==> config.mk <==
export PLATFORM = sky130hd
export DESIGN_NAME = cnt_monitor
export DESIGN_NICKNAME = d
export VERILOG_FILES = /design/src/rtl/cnt_monitor.sv
export SDC_FILE = /design/constraint.sdc
export NUM_CORES = 1
export LEC_CHECK = 0
export ABC_AREA = 1
export BUFFER_PORTS_ARGS = -buffer_cell sky130_fd_sc_hd__buf_2
export CAP_MARGIN = 0
export CORE_ASPECT_RATIO = 2
export CORE_MARGIN = 5
export CORE_UTILIZATION = 35
export DETAILED_ROUTE_END_ITERATION = 10
export GPL_TIMING_DRIVEN = 0
export SLEW_MARGIN = 0
export SYNTH_ARGS = -nofsm -noshare
export SYNTH_HDL_FRONTEND = slang
export SYNTH_SLANG_ARGS = --single-unit
==> constraint.sdc <==
create_clock -name clk -period 6.65 [get_ports clk]
set_input_delay 0.665 -clock clk [delete_from_list [all_inputs] [get_ports clk]]
set_output_delay 0.665 -clock clk [all_outputs]
set_load 0.05 [all_outputs]
==> src/rtl/cnt_monitor.sv <==
// Observer for the signed up/down counter: classifies each step of cnt,
// tracks the running min/max, and queues events in a 4-deep valid/ready FIFO.
module cnt_monitor #(
  parameter int UP_STEP  = 4,
  parameter int DN_STEP  = 10,
  parameter int HOLD_CYC = 2
) (
  input  logic              clk,
  input  logic              rst,
  input  logic signed [9:0] cnt,
  input  logic              clear,
  input  logic              ev_ready,
  output logic              ev_valid,
  output logic [1:0]        ev_code,
  output logic signed [9:0] ev_value,
  output logic signed [9:0] min_val,
  output logic signed [9:0] max_val,
  output logic              overflow
);

  typedef enum logic [1:0] {INIT, FLAT, UP, DOWN} state_t;

  localparam logic [1:0] CODE_REV  = 2'd0;
  localparam logic [1:0] CODE_SAT  = 2'd1;
  localparam logic [1:0] CODE_SKIP = 2'd2;
  localparam logic [1:0] CODE_ERR  = 2'd3;

  localparam logic [10:0] D_UP1 = 11'(UP_STEP);
  localparam logic [10:0] D_UP2 = 11'(2 * UP_STEP);
  localparam logic [10:0] D_DN1 = 11'(-DN_STEP);
  localparam logic [10:0] D_DN2 = 11'(-2 * DN_STEP);
  localparam logic [2:0]  HOLD3 = 3'(HOLD_CYC);
  localparam logic [3:0]  HOLD4 = 4'(HOLD_CYC);

  state_t            state, state_nxt;
  logic signed [9:0] prev;
  logic [2:0]        flat_cnt;
  logic [10:0]       delta;
  logic              is_zero, is_pos, is_neg, legal, skip, rev, moving, hold_hit;
  logic              ev_fire;
  logic [1:0]        ev_sel;
  logic [9:0]        ev_sel_val;

  logic [11:0]       fifo_mem [4];
  logic [1:0]        rd_ptr, wr_ptr;
  logic [2:0]        count;
  logic              full, push, pop;

  // Sign-extend both operands so the 11-bit difference is exact.
  assign delta    = {cnt[9], cnt} - {prev[9], prev};
  assign is_zero  = (delta == 11'd0);
  assign is_neg   = delta[10];
  assign is_pos   = !is_zero && !delta[10];
  assign legal    = is_zero || delta == D_UP1 || delta == D_DN1 ||
                    delta == D_UP2 || delta == D_DN2;
  assign skip     = (delta == D_UP2) || (delta == D_DN2);
  assign moving   = (state == UP) || (state == DOWN);
  assign rev      = (state == UP && is_neg) || (state == DOWN && is_pos);
  assign hold_hit = is_zero && moving && (({1'b0, flat_cnt} + 4'd1) == HOLD4);

  always_comb begin
    state_nxt  = state;
    ev_fire    = 1'b0;
    ev_sel     = CODE_REV;
    ev_sel_val = cnt;
    if (state == INIT) begin
      state_nxt = FLAT;
    end else begin
      if (is_pos)        state_nxt = UP;
      else if (is_neg)   state_nxt = DOWN;
      else if (hold_hit) state_nxt = FLAT;

      if (!legal) begin
        ev_fire = 1'b1;
        ev_sel  = CODE_ERR;
      end else if (rev) begin
        ev_fire    = 1'b1;
        ev_sel     = CODE_REV;
        ev_sel_val = prev;
      end else if (skip) begin
        ev_fire = 1'b1;
        ev_sel  = CODE_SKIP;
      end else if (hold_hit) begin
        ev_fire = 1'b1;
        ev_sel  = CODE_SAT;
      end
    end
  end

  always_ff @(posedge clk or negedge rst) begin
    if (!rst) begin
      state    <= INIT;
      prev     <= '0;
      flat_cnt <= '0;
      min_val  <= '0;
      max_val  <= '0;
    end else if (clear) begin
      state    <= INIT;
      flat_cnt <= '0;
      min_val  <= '0;
      max_val  <= '0;
    end else begin
      state <= state_nxt;
      prev  <= cnt;
      if (state == INIT) begin
        min_val  <= cnt;
        max_val  <= cnt;
        flat_cnt <= '0;
      end else begin
        if (cnt < min_val) min_val <= cnt;
        if (cnt > max_val) max_val <= cnt;
        if (!is_zero)              flat_cnt <= '0;
        else if (flat_cnt < HOLD3) flat_cnt <= flat_cnt + 3'd1;
      end
    end
  end

  // A full FIFO still accepts a push when the head leaves on the same edge.
  assign full  = (count == 3'd4);
  assign pop   = ev_valid && ev_ready;
  assign push  = ev_fire && (!full || pop);

  always_ff @(posedge clk or negedge rst) begin
    if (!rst) begin
      rd_ptr   <= '0;
      wr_ptr   <= '0;
      count    <= '0;
      overflow <= 1'b0;
      for (int i = 0; i < 4; i++) fifo_mem[i] <= '0;
    end else if (clear) begin
      rd_ptr   <= '0;
      wr_ptr   <= '0;
      count    <= '0;
      overflow <= 1'b0;
    end else begin
      if (push) begin
        fifo_mem[wr_ptr] <= {ev_sel, ev_sel_val};
        wr_ptr           <= wr_ptr + 2'd1;
      end
      if (pop) rd_ptr <= rd_ptr + 2'd1;
      count <= count + {2'b00, push} - {2'b00, pop};
      if (ev_fire && full && !pop) overflow <= 1'b1;
    end
  end

  assign ev_valid = (count != 3'd0);
  assign ev_code  = fifo_mem[rd_ptr][11:10];
  assign ev_value = fifo_mem[rd_ptr][9:0];

endmodule

Word-level counts from Yosys, hierarchy flattened
Cells that the tools add are included.
{"block": "classes", "n_mux": 41, "n_addsub": 7, "n_eq_ne": 9, "bitwise": 3, "order_cmp": 6, "reduce_logical": 32}
{"operator": "10-bit 2-to-1 mux", "n": 9}
{"operator": "48-bit bitwise mux", "n": 1}
{"operator": "12-bit 2-to-1 mux", "n": 3}
{"operator": "2-bit 2-to-1 mux", "n": 13}
{"operator": "12-bit binary-select mux with 2-bit select", "n": 1}
{"operator": "12-bit demux with 2-bit select", "n": 1}
{"operator": "11-bit == test (second input constant)", "n": 2}
{"operator": "3-bit 2-to-1 mux", "n": 5}
{"operator": "11-bit by 3-bit == test with 1-bit output (second input constant)", "n": 1}
{"operator": "11-bit by 4-bit == test with 1-bit output (second input constant)", "n": 1}
{"operator": "11-bit zero test", "n": 1}
{"operator": "10-bit by 10-bit subtractor with 11-bit output", "n": 1}
{"operator": "10-bit greater-than comparator", "n": 1}
{"operator": "1-bit logical AND", "n": 10}
{"operator": "10-bit < comparator", "n": 1}
{"operator": "3-bit nonzero test", "n": 3}
{"operator": "1-bit logical OR", "n": 8}
{"operator": "1-bit 2-to-1 mux", "n": 8}
{"operator": "3-bit >= comparator (second input constant)", "n": 2}
{"operator": "2-bit NOT with 3-bit output", "n": 2}
{"operator": "2-bit nonzero test", "n": 3}
{"operator": "5-bit nonzero test", "n": 1}
{"operator": "2-bit by 1-bit adder with 2-bit output (second input constant)", "n": 2}
{"operator": "3-bit by 1-bit adder with 4-bit output (second input constant)", "n": 1}
{"operator": "13 further kinds", "n": 17}
{"block": "totals", "in_bits": 14, "regBits": 91, "output_inout_bits": 34, "wordCells": 111}

Logic depth before layout (Yosys ltp)
{"block": "logic_depth", "word_depth": 13, "mapped_depth": 26, "mapped_depth_nobuf": 26}

Worst setup path after synthesis
No wires, ideal clock.
{"block": "synth_path", "kind": "input port to flip-flop", "start": "input cnt[3]", "end": "register count[2]", "stages": 23, "setup_time_ns": 0.124, "t_arrival_ns": 3.219, "required_time_ns": 6.526, "path_buffers": 0, "setup_slack_ns": 3.307, "cell_sequence": "ha_1 -> nand2_1 -> nand2_1 -> nand2_1 -> nand3_2 -> nand2_1 -> nand2_1 -> nor2_2 -> nand2_1 -> nor2_2 -> nand2_2 -> nand3_2 -> nand2_2 -> nor2_1 -> nand2_1 -> nand3_2 -> ha_1 -> inv_1 -> ha_1 -> inv_1 -> fa_1 -> o21ai_0 -> a21oi_1"}
{"block": "synth_between", "elab_chain_len": 13, "word_cells_on_any_way": 28, "classes_between": "add/sub (3); eq/ne (4); mux (6); reduce/logical (15)"}
{"element": "from (decl)", "line": "10", "rtl": "input logic signed [9:0] cnt,"}
{"element": "10-bit by 10-bit subtractor with 11-bit output *", "line": "50", "rtl": "assign delta = {cnt[9], cnt} - {prev[9], prev};"}
{"element": "11-bit zero test", "line": "51", "rtl": "assign is_zero = (delta == 11'd0);"}
{"element": "1-bit logical AND or 1-bit zero test (tied branches)"}
{"element": "1-bit logical AND (on tied branches)", "line": "59, 53"}
{"element": "1-bit 2-to-1 mux or 1-bit logical AND (tied branches)", "line": "83, 58"}
{"element": "1-bit 2-to-1 mux or 1-bit logical OR (tied branches)", "line": "80, 58"}
{"element": "1-bit 2-to-1 mux", "line": "76", "rtl": "end else if (rev) begin"}
{"element": "1-bit 2-to-1 mux *", "line": "73", "rtl": "if (!legal) begin"}
{"element": "1-bit 2-to-1 mux *", "line": "66", "rtl": "if (state == INIT) begin"}
{"element": "1-bit logical AND *", "line": "121", "rtl": "assign push = ev_fire && (!full || pop);"}
{"element": "3-bit by 1-bit adder with 3-bit output *", "line": "141", "rtl": "count <= count + {2'b00, push} - {2'b00, pop};"}
{"element": "3-bit by 1-bit subtractor with 3-bit output *", "line": "141"}
{"element": "3-bit 2-to-1 mux *", "line": "130", "rtl": "end else if (clear) begin"}
{"element": "to (signal assigned)", "line": "141"}
{"element": "to (decl)", "line": "46", "rtl": "logic [2:0] count;"}
Every way passes the cells marked *; elsewhere a longest branch is shown, timed or not.
A chain may end at the register's enable or synchronous reset.

Worst setup path in the final report
{"block": "layout_path", "start": "input cnt[1]", "end": "register count[2]"}
The elaborated chain is that of the path after synthesis.

==> key figures <==
Clock tree
  – Post-CTS Setup Bufs: 0
  – Post-CTS Hold Buffers: 0
  – H-tree lvl count: 3
  – Worst skew pair latency: 350 ps
  – CTS root buffer: clkbuf_16
  – Clock Path Buffers: 2
  – TritonCTS clock tree: built
  – Total CTS buffers: 9
  – TritonCTS Sinks: 91
  – Post-CTS sizing: 0
  – Clk pin slew, worst setup/hold paths: 70 ps

Die
  – Die area: about 19,000 um2
  – Die width: 100 um
  – CORE AREA: about 16,000 um2
  – IO Count: 48
  – Die H: 190 um
  – Core Rows: 66
  – Starting density of the core: 0.352

Setup path
  – CP max FO: 5
  – CP max stage delay: 380 ps
  – R2R Path End: count[2]
  – Reg-to-Reg Start: prev[1]
  – Crit path from: cnt[1]
  – Worst Path Arrival: 3780 ps
  – Reg-to-reg slack, setup: 3200 ps
  – Most used cell, CP: nand2_1
  – Critical path required time: 6880 ps
  – Worst setup endpoint: count[2]
  – CP cell instances: buf_2 > ha_1 > nand2_1 > nand2_1 > nand2_1 > and2_1 > nand2_1 > nor2_1 > nand3_1 > nor2_1 > nand3_1 > nand3_1 > nor2_1 > nand2_1 > nand3_2 > ha_1 > inv_1 > ha_1 > inv_1 > fa_1 > o21ai_0 > a21oi_1
  – Type of origin of the critical path: input port
  – Worst-case reg-to-reg path depth: 22
  – Worst Setup Path Type: input port to register
  – CP max stage cell: fa_1
  – Worst setup EP type: register

STA
  – Hold Fails Final Rpt: 0
  – Final setup violation count: 0
  – Final setup margin: between 3000 and 4000 ps
  – Worst Clk Skew: 10.1 ps
  – Worst-margin pin slew: 674 ps
  – Max Slew Vio Count: 0
  – Setup tns final: 0 ps
  – Setup repair after global routing missed its margin: no
  – Max Fclk: roughly 0.28 GHz
  – Worst relative slew slack: 0.551
  – Period Utilization, post-route: 0.534
  – Minimum clock period: 3550 ps

Logic synthesis
  – Ys flop type: dfrtp_1
  – Sequential fraction of the synthesis area: 0.402
  – Synth area leaders: dfrtp_1 40%, nand2_1 15%, ha_1 8.2%
  – Async S/R FF share, synth: 1.00
  – Mean area per synthesized cell: around 7.5 um2
  – Yosys cell types: 38
  – Post-synth EDFFs: 0
  – Syn Inst Count: 758
  – Synth warn: 0
  – Synth Register Bits: between 90 and 100
  – Syn nets: 810
  – Area leader, netlist: dfrtp_1
  – Post-synth top area share: 0.402
  – Post-Syn Area: 5670 um2

Placed design
  – Buffers on Ports: between 40 and 50
  – DP Worst Slack: 2750 ps
  – Inst Count DP: between 1,000 and 1,500
  – RePlAce Congestion: 0.898
  – Dpl hpwl: 11,500 um
  – Placed cell areas: 6190 um2

Outcome
  – Outcome: complete, no violations

Final layout
  – Fin util: 0.403
  – Nets: 869
  – Syn-to-layout area delta: 14.6%
  – Commonest non-fill, non-tap cell in the layout: nand2_1
  – N_diodes: 0
  – Finished Cell Area: 6500 um2
  – Highest-count cells in the layout ignoring fill and taps: 220 x nand2_1, 91 x dfrtp_1, 88 x inv_1
  – Fin cells: around 1,000
  – Share of cells above drive strength 1: 0.140

Routing
  – WL/cell: 15.3 um
  – Vias/cell: 5.09
  – DRC Markers: 0
  – Total Wirelength: 15,700 um
  – 1st-iter DRT viols: 300
  – ANT nets after route: 0
  – Detailed Routing Iterations Pass 1: 7
  – Total number of vias: approximately 5,200

GRT
  – Vias in the first global route: 5,208
  – Antenna violations before repair: 0
  – First-pass GRT wire length: between 20,000 and 30,000 um
  – GR Overflow Total: 0
  – Pin count of the biggest net entering global routing: 67
  – GRT Overall Usage: 0.173

Power
  – Net Sw Power: 1.06 mW
  – Internal: around 1.3 mW
  – Leak: 3.50 nW
  – Flop pwr share: 0.337
  – Combinational share of power: 0.430
  – Worst VDD drop: 0.229 mV
  – Switching share of power: 0.452
  – Power per Cell Area: 360 nW/um2
  – Clock Power Share: 0.233

Worst hold path
  – HP Class: input port to async pin

Job
  – Maximum Capacitance Violations: 0
critical path, delay by kind of cell:
kind,cells,cell delay [ps]
simple gates,13,1440
compound gates,2,240
fa+ha+maj,4,1190
buf+inv,3,250
routing by layer:
layer,up-vias,GRT usage,routed length (um),part of all wire
met4,0,0.0825,631,0.040
met5,-,0,0,0
met2,122,0.279,7470,0.48
li1,2573,-,-,-
met1,2491,0.227,7040,0.45
met3,33,0.0239,563,0.036
cells in the mapped netlist, types with 3 or more instances:
library cell,instances
buf_6,6
buf_4,5
ha_1,37
nand2_2,10
buf_2,4
nand3_2,4
nor3_1,4
nand4_2,4
inv_2,3
a21oi_1,16
o21ai_1,13
o21ai_0,56
nor2_4,4
clkbuf_1,11
inv_1,88
nand4_1,7
nand3_1,75
o22ai_1,12
nor2_2,5
dfrtp_1,91
nor2_1,61
nand2_1,220
through the flow:
stage                     hold slack (ps)  total power [mW]
final                                 233              2.34
after global routing                  249              2.50
after CTS                             245              2.36
after detailed placement              453              1.81
after global placement                450              1.79
after floorplan                       369              1.54
worst min path at each step:
stage	slack, ps	startpoint	endpoint	depth (start not counted)
floorplan	370	rst	count[0]	0
global placement	450	fifo_mem[34]	fifo_mem[34]	2
detailed placement	450	fifo_mem[29]	fifo_mem[29]	2
CTS	240	rst	prev[2]	1
global route	250	rst	prev[3]	1
finish	230	rst	prev[2]	1
logic make-up after synthesis:
| kind of cell | Yosys count | share of synthesized area |
|---|---|---|
| XOR/XNOR | 5 | 0.00905 |
| buffers and inverters | 118 | 0.0902 |
| multiplexers | 2 | 0.00397 |
| AND/OR/NAND/NOR | 395 | 0.305 |
| adder cells (fa/ha/maj) | 38 | 0.0852 |
| flip-flops | 91 | 0.402 |
| AO/OA/AOI/OAI | 109 | 0.105 |
sequential cells by signal, summed over array words and instances, names as in the netlist:
signal and flops:
rd_ptr 2, max_val 10, count 3, min_val 10, state 2, wr_ptr 2
flat_cnt 3, overflow 1, fifo_mem 48, prev 10
layout make-up:
type	count	area, um2
fillers	1690	9610
multi-input cells	549	2880
flip-flops and latches	91	2280
inverters	91	342
repair buffers	48	265
well taps	204	255
clock buffers	9	225
plain buffers	27	170
clock inverters	7	80.1
power by group through the flow:
stage | clock network [mW] | logic (mW) | registers (mW)
2_1_floorplan | 0 | 0.711 | 0.827
6_report | 0.545 | 1.01 | 0.788
4_1_cts | 0.556 | 1.01 | 0.789
5_1_grt | 0.578 | 1.12 | 0.806
3_3_place_gp | 0 | 0.993 | 0.793
3_5_place_dp | 0 | 1.01 | 0.798
No activity file was read; power rests on OpenSTA's default activity.
